[src/rtl/mdu_iter.sv]
// ---------------------------------------------------------------------------
// mdu_iter -- iterative 32-bit multiply/divide unit for the HI/LO pair.
//
// Performs MULT, MULTU, DIV and DIVU with one shift-add (multiply) or
// restoring-subtract (divide) step per clock. The result is written to HI/LO
// through a one-cycle write-enable pulse.
//
// Handshake: start is a request pulse that is honoured only while the unit is
// IDLE (busy=0). There is no ready/backpressure: a start seen while busy is
// dropped, not queued. Operands are captured on the accepting edge. done,
// hi_w and lo_w rise together for exactly one cycle, and hi_wdata/lo_wdata
// are valid in that cycle and held until the next done.
//
// Timing (start sampled at edge N):
//   edge N       : operands captured, CALC entered, busy rises
//   edges N+1..32: 32 iterations (counter 0..31)
//   edge N+33    : sign fix-up, result registered, DONE entered, done rises
//   edge N+34    : back to IDLE, busy and done fall
//
// Ports:
//   clk          in   1  clock, rising edge
//   HI_LO_rst    in   1  asynchronous active-high reset
//   start        in   1  request pulse, sampled only in IDLE
//   op           in   2  00 MULT, 01 MULTU, 10 DIV, 11 DIVU
//   a            in  32  multiplicand / dividend (rs)
//   b            in  32  multiplier / divisor (rt)
//   busy         out  1  high whenever the FSM is not IDLE
//   done         out  1  one-cycle result pulse
//   hi_wdata     out 32  HI result (product[63:32] or remainder)
//   lo_wdata     out 32  LO result (product[31:0] or quotient)
//   hi_w, lo_w   out  1  HI/LO write enables, high only in the done cycle
//   dbg_state_o  out  2  current FSM state (0 IDLE, 1 CALC, 2 DONE)
//   dbg_cnt_o    out  6  iteration counter
// ---------------------------------------------------------------------------
module mdu_iter (
    input  logic        clk,
    input  logic        HI_LO_rst,
    input  logic        start,
    input  logic [1:0]  op,
    input  logic [31:0] a,
    input  logic [31:0] b,
    output logic        busy,
    output logic        done,
    output logic [31:0] hi_wdata,
    output logic [31:0] lo_wdata,
    output logic        hi_w,
    output logic        lo_w,
    output logic [1:0]  dbg_state_o,
    output logic [5:0]  dbg_cnt_o
);

    typedef enum logic [1:0] {
        IDLE = 2'd0,
        CALC = 2'd1,
        DONE = 2'd2
    } state_t;

    // Counter value at which the 32 iterations are complete and the
    // fix-up/result cycle runs.
    localparam logic [5:0] LAST_CNT = 6'd32;

    // ---------------------------------------------------------------------
    // State
    // ---------------------------------------------------------------------
    state_t      state_q;
    logic [5:0]  cnt_q;
    logic        busy_q;
    logic        done_q;
    logic        hi_w_q;
    logic        lo_w_q;
    logic [31:0] hi_q;
    logic [31:0] lo_q;

    logic        is_div_q;   // divide (1) or multiply (0)
    logic        dz_q;       // divide by zero
    logic        neg_res_q;  // negate product / quotient at the end
    logic        neg_rem_q;  // negate remainder at the end
    logic [31:0] a_raw_q;    // original dividend, returned as HI on div-by-0
    logic [31:0] bmag_q;     // multiplicand or divisor magnitude
    // Multiply: {partial product, remaining multiplier bits}.
    // Divide  : {partial remainder, dividend bits shifting into quotient}.
    logic [63:0] acc_q;

    // ---------------------------------------------------------------------
    // Operand preparation (used only on the accepting edge)
    // ---------------------------------------------------------------------
    logic        in_signed;
    logic        a_neg_in;
    logic        b_neg_in;
    logic [31:0] a_mag_in;
    logic [31:0] b_mag_in;

    always_comb begin
        in_signed = ~op[0];
        a_neg_in  = in_signed & a[31];
        b_neg_in  = in_signed & b[31];
        // 32'h80000000 maps to itself, which is the correct unsigned magnitude.
        a_mag_in  = a_neg_in ? (32'd0 - a) : a;
        b_mag_in  = b_neg_in ? (32'd0 - b) : b;
    end

    // ---------------------------------------------------------------------
    // One iteration step
    // ---------------------------------------------------------------------
    logic [32:0] mul_sum;
    logic [63:0] mul_next;
    logic [32:0] div_shift;
    logic [32:0] div_diff;
    logic [63:0] div_next;
    logic [63:0] acc_d;

    always_comb begin
        // Shift-add: add the multiplicand into the upper half when the
        // current multiplier LSB is set, then shift right keeping the carry.
        mul_sum  = {1'b0, acc_q[63:32]} + (acc_q[0] ? {1'b0, bmag_q} : 33'd0);
        mul_next = {mul_sum, acc_q[31:1]};

        // Restoring divide: bring the next dividend bit into the remainder
        // and try subtracting the divisor. The shifted remainder can reach
        // 33 bits, but then the subtraction always succeeds and the new
        // remainder is below the divisor, so 32 bits are kept.
        div_shift = {acc_q[63:32], acc_q[31]};
        div_diff  = div_shift - {1'b0, bmag_q};
        if (div_diff[32]) begin
            div_next = {div_shift[31:0], acc_q[30:0], 1'b0};
        end else begin
            div_next = {div_diff[31:0], acc_q[30:0], 1'b1};
        end

        acc_d = is_div_q ? div_next : mul_next;
    end

    // ---------------------------------------------------------------------
    // Result fix-up after the last iteration
    // ---------------------------------------------------------------------
    logic [63:0] prod_fix;
    logic [31:0] quo_fix;
    logic [31:0] rem_fix;
    logic [31:0] hi_d;
    logic [31:0] lo_d;

    always_comb begin
        prod_fix = neg_res_q ? (64'd0 - acc_q) : acc_q;
        quo_fix  = neg_res_q ? (32'd0 - acc_q[31:0])  : acc_q[31:0];
        rem_fix  = neg_rem_q ? (32'd0 - acc_q[63:32]) : acc_q[63:32];

        if (!is_div_q) begin
            hi_d = prod_fix[63:32];
            lo_d = prod_fix[31:0];
        end else if (dz_q) begin
            // Divide by zero returns all-ones quotient and the raw dividend,
            // independent of signedness.
            hi_d = a_raw_q;
            lo_d = 32'hFFFF_FFFF;
        end else begin
            hi_d = rem_fix;
            lo_d = quo_fix;
        end
    end

    // ---------------------------------------------------------------------
    // FSM with registered outputs
    // ---------------------------------------------------------------------
    always_ff @(posedge clk or posedge HI_LO_rst) begin
        if (HI_LO_rst) begin
            state_q   <= IDLE;
            cnt_q     <= 6'd0;
            busy_q    <= 1'b0;
            done_q    <= 1'b0;
            hi_w_q    <= 1'b0;
            lo_w_q    <= 1'b0;
            hi_q      <= 32'd0;
            lo_q      <= 32'd0;
            is_div_q  <= 1'b0;
            dz_q      <= 1'b0;
            neg_res_q <= 1'b0;
            neg_rem_q <= 1'b0;
            a_raw_q   <= 32'd0;
            bmag_q    <= 32'd0;
            acc_q     <= 64'd0;
        end else begin
            // Pulses default low; only the CALC->DONE transition raises them.
            done_q <= 1'b0;
            hi_w_q <= 1'b0;
            lo_w_q <= 1'b0;

            case (state_q)
                IDLE: begin
                    if (start) begin
                        state_q   <= CALC;
                        busy_q    <= 1'b1;
                        cnt_q     <= 6'd0;
                        is_div_q  <= op[1];
                        dz_q      <= op[1] & (b == 32'd0);
                        neg_res_q <= a_neg_in ^ b_neg_in;
                        neg_rem_q <= a_neg_in;
                        a_raw_q   <= a;
                        bmag_q    <= b_mag_in;
                        acc_q     <= {32'd0, a_mag_in};
                    end
                end

                CALC: begin
                    if (cnt_q == LAST_CNT) begin
                        state_q <= DONE;
                        hi_q    <= hi_d;
                        lo_q    <= lo_d;
                        done_q  <= 1'b1;
                        hi_w_q  <= 1'b1;
                        lo_w_q  <= 1'b1;
                    end else begin
                        acc_q <= acc_d;
                        cnt_q <= cnt_q + 6'd1;
                    end
                end

                DONE: begin
                    state_q <= IDLE;
                    busy_q  <= 1'b0;
                end

                default: begin
                    state_q <= IDLE;
                    busy_q  <= 1'b0;
                end
            endcase
        end
    end

    assign busy        = busy_q;
    assign done        = done_q;
    assign hi_w        = hi_w_q;
    assign lo_w        = lo_w_q;
    assign hi_wdata    = hi_q;
    assign lo_wdata    = lo_q;
    assign dbg_state_o = state_q;
    assign dbg_cnt_o   = cnt_q;

endmodule
[config.mk]
export PLATFORM = sky130hd
export DESIGN_NAME = mdu_iter
export DESIGN_NICKNAME = d
export VERILOG_FILES = /design/src/rtl/mdu_iter.sv
export SDC_FILE = /design/constraint.sdc
export NUM_CORES = 1
export LEC_CHECK = 0
export BUFFER_PORTS_ARGS = -buffer_cell sky130_fd_sc_hd__buf_2
export CAP_MARGIN = 40
export CORE_MARGIN = 2
export CORE_UTILIZATION = 60
export CTS_CLUSTER_DIAMETER = 100
export DETAILED_ROUTE_END_ITERATION = 10
export GPL_ROUTABILITY_DRIVEN = 0
export PLACE_DENSITY = 0.79
export SLEW_MARGIN = 40
export SYNTH_ARGS = -nofsm -noshare
export SYNTH_HDL_FRONTEND = slang
export SYNTH_SLANG_ARGS = --single-unit
[constraint.sdc]
create_clock -name clk -period 7.5 [get_ports clk]
set_input_delay 0.75 -clock clk [delete_from_list [all_inputs] [get_ports clk]]
set_output_delay 0.75 -clock clk [all_outputs]
set_load 0.05 [all_outputs]
==> results of run 1 <==
-- worst reg2reg max path, delay by kind of cell, from the launching register on --
kind            cells  cell delay, ns
simple gates        6            2.61
buf+inv             2            0.57
flops               1            0.45
compound gates      2            0.33
fa+ha+maj           1            0.27
xor+xnor            1            0.18
-- cell usage in the layout (no fill, tap or decap), types with 7 or more instances in the layout --
cell type / instances
a211oi_1: 12
a21o_1: 44
a21oi_1: 174
a22oi_1: 16
a31oi_1: 13
and3_1: 14
buf_2: 144
buf_4: 14
clkbuf_16: 24
clkinv_2: 7
dfrtp_1: 203
ha_1: 70
inv_1: 61
mux2i_1: 62
nand2_1: 320
nand2b_1: 18
nand3_1: 18
nand4_1: 12
nor2_1: 174
nor2b_1: 14
nor3_1: 24
nor4_1: 18
o211ai_1: 12
o21ai_0: 206
o221ai_1: 7
o31ai_1: 40
o41ai_1: 16
or3_1: 19
or4_1: 18
xnor2_1: 102
xor2_1: 92
-- layout make-up --
type / instances / area [um2]
tap: 335 / 419
clock buffer: 30 / 663
timing repair buffer: 159 / 837
multi-input combinational: 1620 / 10000
inverter: 64 / 254
fill: 2148 / 8440
clock inverter: 12 / 174
sequential: 206 / 5160
-- metal layers --
layer	track usage [%]	share of wire (%)	vias to the layer above
met1	46.7	42	7332
met2	52.7	45	811
li1	-	-	7212
met4	15.8	4.7	0
met3	5.20	8.8	131
met5	0	0	-
-- registers in the layout, summed over array words and instances, names as in the netlist --
| register | flops |
|---|---|
| bmag_q | 32 |
| dbg_state_o | 2 |
| lo_w | 1 |
| dz_q | 1 |
| a_raw_q | 32 |
| busy | 1 |
| lo_wdata | 32 |
| hi_wdata | 32 |
| acc_q | 64 |
| neg_rem_q | 1 |
| is_div_q | 1 |
| neg_res_q | 1 |
| dbg_cnt_o | 6 |
-- cell usage after synthesis, types with 20 or more instances --
master    instances
a21o_1           44
a21oi_1         175
buf_1            20
clkbuf_1        102
dfrtp_1         206
ha_1             70
inv_1            62
mux2i_1          62
nand2_1         323
nor2_1          176
nor3_1           24
o21ai_0         206
o31ai_1          40
xnor2_1         103
xor2_1           92
-- per-stage QoR --
step                      std cells  instance area, um2
after floorplan                2017               15900
after global placement         2384               16700
after detailed placement       2384               16700
after CTS                      2426               17500
after global routing           2426               17500
final                          2426               17500
-- path summary, 6_finish.rpt --
| check | to | cells after the start | start |
|---|---|---|---|
| max | hi_wdata[28]$_DFFE_PP0P_ | 12 | acc_q[0]$_DFFE_PP0P_ |
| min | acc_q[21]$_DFFE_PP0P_ | 2 | HI_LO_rst |
| max reg2reg | hi_wdata[28]$_DFFE_PP0P_ | 12 | acc_q[0]$_DFFE_PP0P_ |
| min reg2reg | hi_wdata[2]$_DFFE_PP0P_ | 2 | hi_wdata[2]$_DFFE_PP0P_ |
| max in group asynchronous | neg_rem_q$_DFFE_PP0P_ | 3 | HI_LO_rst |
| min in group clk | a_raw_q[21]$_DFFE_PP0P_ | 3 | a[21] |
-- cell families after synthesis --
kind of cell	share of synthesized area, %
AND/OR/NAND/NOR	19.6
multiplexers	4.05
flip-flops	32.5
adder cells (fa/ha/maj)	5.77
AO/OA/AOI/OAI	22.7
XOR/XNOR	10.8
buffers and inverters	4.63
-- power by group through the flow --
stage | clock, uW | combinational [uW] | sequential, uW
after global routing | 1310 | 6450 | 2490
after floorplan | 0 | 4150 | 2600
after global placement | 0 | 5590 | 2370
final | 1270 | 5900 | 2420
after detailed placement | 0 | 5750 | 2400
after CTS | 1270 | 5800 | 2390
==> metrics.cfg, run 1 <==
[outcome]
status = finished clean

[clock_tree]
cts_tree = yes
cts_resized = 0
clk_pin_slew_ns = 0.06
clock_tree.buffer_depth = 3
htreeDepth = 1
cts_setup_buffers = 0
cts.sinks = 206
cts_buffers = 24
root_buffer = clkbuf_16
clk_latency_ns = 0.55
hold_buffers = 0

[routing]
drtAntennaViolNets = 0
routed_wl_mm = 47.6
vias_per_cell = 6.38
route.vias.total = 15500
dr.pass1.iters = 6
post_drt_wl_per_cell_um = 19.6
drc = 0
drt_iter0_markers = 1609

[worst_setup_path]
cp-end-kind = flop
cp_max_fo = 28
arrival_ns = 4.96
path_cells = inv_1, buf_4, ha_1, or4b_1, or4b_1, nor3_2, nand2_1, or4b_1, or3_1, o31ai_2, xor2_1, o221ai_1
critPathBufInv = 2
rrSetupSlack_ns = 2.95
crit_family = simple AND/OR/NAND/NOR gates
cp-start-kind = flop
crit_top_cell = or4b_1
criticalPathCategory = reg -> reg
slowest_stage = or4b_1
required_ns = 7.91
critPathMaxStageDelay_ns = 0.71

[power_and_ir_drop]
internal-power_uw = 4640
p_leak_uw = 0.00812
switching_share_pct = 51.6
ir_drop_v = 0.000359
power_frac_clock_pct = 13.2
total_power_uw = 9590
power_density_nw_per_um2 = 546
p_comb_share_pct = 61.5
netSwitchingPower_uw = 4950
sequentialPowerShare_pct = 25.3

[place]
io_buffers = 144
dp_slack_ns = 3.01
hpwl_mm = 34.3

[sta]
slew-limit-headroom_pct = 46.3
worst_slack_ns = 2.95
finalSetupTns_ns = 0
rsz0062_at_grt = false
finalSetupViolCount = 0
finalHoldViolCount = 0
fin_crit_ns = 4.55
maxSlewViolCount = 0
finalClockSkew_ns = 0.0228
finalCritPeriodShare_pct = 60.7
worstMarginPinSlew_ns = 0.805
worst_hold_slack_ns = 0.322
max_freq_ghz = 0.220

[die]
ios = 145
initial_core_util_pct = 61.1
fp.dieW_um = 167
coreArea_um2 = 26000
die_h_um = 167
rows = 59
dieArea_um2 = 27800

[layout]
area_delta_synth_final_pct = 10.6
diodes = 0
drive_gt1_share_pct = 11.4
final_nets = 2216
final_util_pct = 67.5

[synth]
synth_ff_type = dfrtp_1
syn-cell-area_um2 = 15900
netlist_instances = 2017
synth-seq-area-share_pct = 32.5
yosys_warnings = 0
synth-edff-count = 0
synth_area_leaders = dfrtp_1 (32%), nand2_1 (7.6%), o21ai_0 (6.5%)
yosysTopAreaCell = dfrtp_1
syn-mean-instance-area_um2 = 7.87
yosysTopAreaCellShare_pct = 32.5
synth_nets = 2158
synth_cell_type_count = 72
async_flop_share_pct = 100
ys_ff_latch = 206

[job]
maxCapViolCount = 0

[grt]
overflow = 0
antenna_found_initial = 0
grt_max_degree = 135
grt_pass1_vias = 14600
grt_pass1_wl_mm = 77.2
grt.total_usage_pct = 33.9

[min_path]
hold_class = in -> async

Power figures use the tool's default switching activity.
==> inputs of run 2 (changes only) <==
- CORE_UTILIZATION: 60 -> 55
- PLACE_DENSITY: 0.79 -> 0.77
- clock period: 7.5 -> 3.9 ns (I/O delays scaled with it)
==> metrics.cfg, run 2 (same netlist as run 1, synthesis figures left out) <==
[grt]
grt.total_usage_pct = 31.5  ; -2.4 points
overflow = 0  ; unchanged
grt_max_degree = 110  ; -19%
grt_pass1_wl_mm = 77.3  ; about the same
use_met1_pct = 43.2  ; -3.5 points
met3_usage_pct = 4.78  ; -0.42 points
busiest_layer = met2
use_met2_pct = 49.6  ; -3.1 points
antenna_found_initial = 1  ; +1
grt_pass1_vias = 14600  ; +0.061%

[die]
rows = 62  ; +5.1%
dieArea_um2 = 30200  ; +8.9%
ios = 145  ; unchanged
coreArea_um2 = 28500  ; +9.9%
die_h_um = 174  ; +4.3%
initial_core_util_pct = 55.6  ; -5.5 points
fp.dieW_um = 174  ; +4.3%

[clock_tree]
clk_latency_ns = 0.54  ; about the same
cts_setup_buffers = 0  ; unchanged
cts.sinks = 206  ; unchanged
htreeDepth = 1  ; unchanged
clock_tree.buffer_depth = 3  ; unchanged
clk_pin_slew_ns = 0.06  ; about the same
cts_tree = yes
cts_buffers = 25  ; +4.2%
root_buffer = clkbuf_16

[power_and_ir_drop]
power_frac_clock_pct = 12.9  ; -0.3 points
power_density_nw_per_um2 = 1050  ; +92%
p_leak_uw = 0.00846  ; +4.2%
switching_share_pct = 50.7  ; -0.86 points
netSwitchingPower_uw = 9650  ; +95%
p_comb_share_pct = 64.4  ; +2.9 points
internal-power_uw = 9370  ; +100%
ir_drop_v = 0.000696  ; +94%
sequentialPowerShare_pct = 22.6  ; -2.7 points

[sta]
fin_crit_ns = 3.78  ; -0.779 ns
maxSlewViolCount = 0  ; unchanged
max_freq_ghz = 0.265  ; +21%
finalSetupTns_ns = 0  ; unchanged
rsz0062_at_grt = true
finalHoldViolCount = 0  ; unchanged
worstMarginPinSlew_ns = 0.791  ; -0.0137 ns
slew-limit-headroom_pct = 46.7  ; +0.43 points
finalClockSkew_ns = 0.0210  ; -0.00184 ns
finalSetupViolCount = 0  ; unchanged
finalCritPeriodShare_pct = 96.8  ; +36 points

[worst_setup_path]
criticalPathCategory = reg -> reg
crit_family = compound AO/OA/AOI/OAI gates
cp-end-kind = flop
reg2reg_depth = 14  ; +2
critPathMaxStageDelay_ns = 0.49  ; -0.22 ns
arrival_ns = 4.18  ; -0.78 ns
required_ns = 4.30  ; -3.61 ns
crit_cells = 14  ; +2
cp-start-kind = flop
slowest_stage = a2111oi_0
critPathBufInv = 3  ; +1
path_cells = inv_1, ha_1, a211oi_1, nor2_1, or3b_2, a2111oi_0, buf_4, o21ai_0, a21oi_2, xor2_1, buf_12, or3_1, mux2i_1, a311o_1
cp_max_fo = 24  ; -14%

[routing]
drc = 0  ; unchanged
route.vias.total = 15700  ; +1.6%
vias_per_cell = 6.19  ; -3.0%
post_drt_wl_per_cell_um = 19.1  ; -2.8%
drt_iter0_markers = 1717  ; +6.7%
routed_wl_mm = 48.4  ; +1.7%
dr.pass1.iters = 6  ; unchanged
drtAntennaViolNets = 0  ; unchanged

[layout]
final_nets = 2277  ; +2.8%
stdcell_count = 2539  ; +4.7%
largest_reg_flops = 64  ; unchanged
drive_gt1_share_pct = 13.9  ; +2.5 points
final_common_cell = nand2_1
area_delta_synth_final_pct = 14.3
mostFrequentLayoutCells = nand2_1 (321), o21ai_0 (204), dfrtp_1 (204)
regMostFlops = acc_q

[job]
maxCapViolCount = 0  ; unchanged

[min_path]
hold_class = in -> reg
hold_depth = 3

[place]
dp_cells = 2492  ; +4.5%
hpwl_mm = 35.6  ; +3.8%
io_buffers = 144  ; unchanged

[outcome]
status = finished clean

run 2: cell types whose count changed in the layout (fill, tap and decap cells not counted), sizes merged:
| cell | before | now |
|---|---|---|
| buf | 159 | 218 |
| clkinv | 9 | 11 |
| inv | 62 | 64 |
| clkbuf | 30 | 29 |
| diode | 0 | 1 |
| dlygate4sd3 | 0 | 1 |
run 2: what timing repair did:
action	CTS	global route
endpoints found under the hold margin	25	0
resized for setup	1	8
pin swaps	0	1
hold buffers	1	0
setup endpoints to repair	1	9
run 2: worst reg2reg max path, cell delays in order, from the launching register on:
cell       delay [ns]
dfrtp_1          0.36
inv_1            0.08
ha_1             0.36
a211oi_1         0.25
nor2_1           0.10
or3b_2           0.43
a2111oi_0        0.49
buf_4            0.22
o21ai_0          0.11
a21oi_2          0.27
xor2_1           0.29
buf_12           0.22
or3_1            0.12
mux2i_1          0.06
a311o_1          0.29
run 2: metrics by stage:
stage / area, um2 / total power (uW) / hold slack (ns) / setup slack, ns / util [%]
2_1_floorplan: 15900 / 13000 / 0.440 / 0.0295 / -
3_3_place_gp: 17200 / 15900 / 0.450 / 0.204 / 60.3
3_5_place_dp: 17200 / 16200 / 0.451 / 0.0298 / 60.4
4_1_cts: 18100 / 18800 / 0.105 / 0.0862 / 63.4
5_1_grt: 18100 / 20400 / 0.112 / -0.0289 / 63.5
6_report: 18100 / 19000 / 0.115 / 0.125 / 63.5
run 2: final timing paths:
kind | to | slack [ns] | startpoint
max | acc_q[55]$_DFFE_PP0P_ | 0.12 | bmag_q[21]$_DFFE_PP0P_
min in group asynchronous | a_raw_q[22]$_DFFE_PP0P_ | 0.49 | HI_LO_rst
max in group asynchronous | acc_q[59]$_DFFE_PP0P_ | 2.58 | HI_LO_rst
min reg2reg | hi_wdata[2]$_DFFE_PP0P_ | 0.46 | hi_wdata[2]$_DFFE_PP0P_
max reg2reg | acc_q[55]$_DFFE_PP0P_ | 0.12 | bmag_q[21]$_DFFE_PP0P_
min | a_raw_q[11]$_DFFE_PP0P_ | 0.11 | a[11]
run 2: metal layers:
layer	vias up	routed length [um]
met3	155	4360
met4	0	2170
met1	7411	20100
li1	7345	-
met5	-	0
met2	817	21700
run 2: cell type report:
type,count,area (um2)
timing repair buffer,219,1340
inverter,64,244
clock inverter,16,206
fill,2513,10400
tap,384,480
sequential,206,5160
antenna,1,2.50
multi-input combinational,1620,10100
clock buffer,29,651
run 2: power groups by stage:
stage                     clock network [uW]  registers [uW]  logic (uW)
after floorplan                            0            4990        7970
after global placement                     0            4240       11700
after detailed placement                   0            4290       12000
after CTS                               2480            4260       12000
after global routing                    2580            4430       13400
final                                   2460            4300       12300
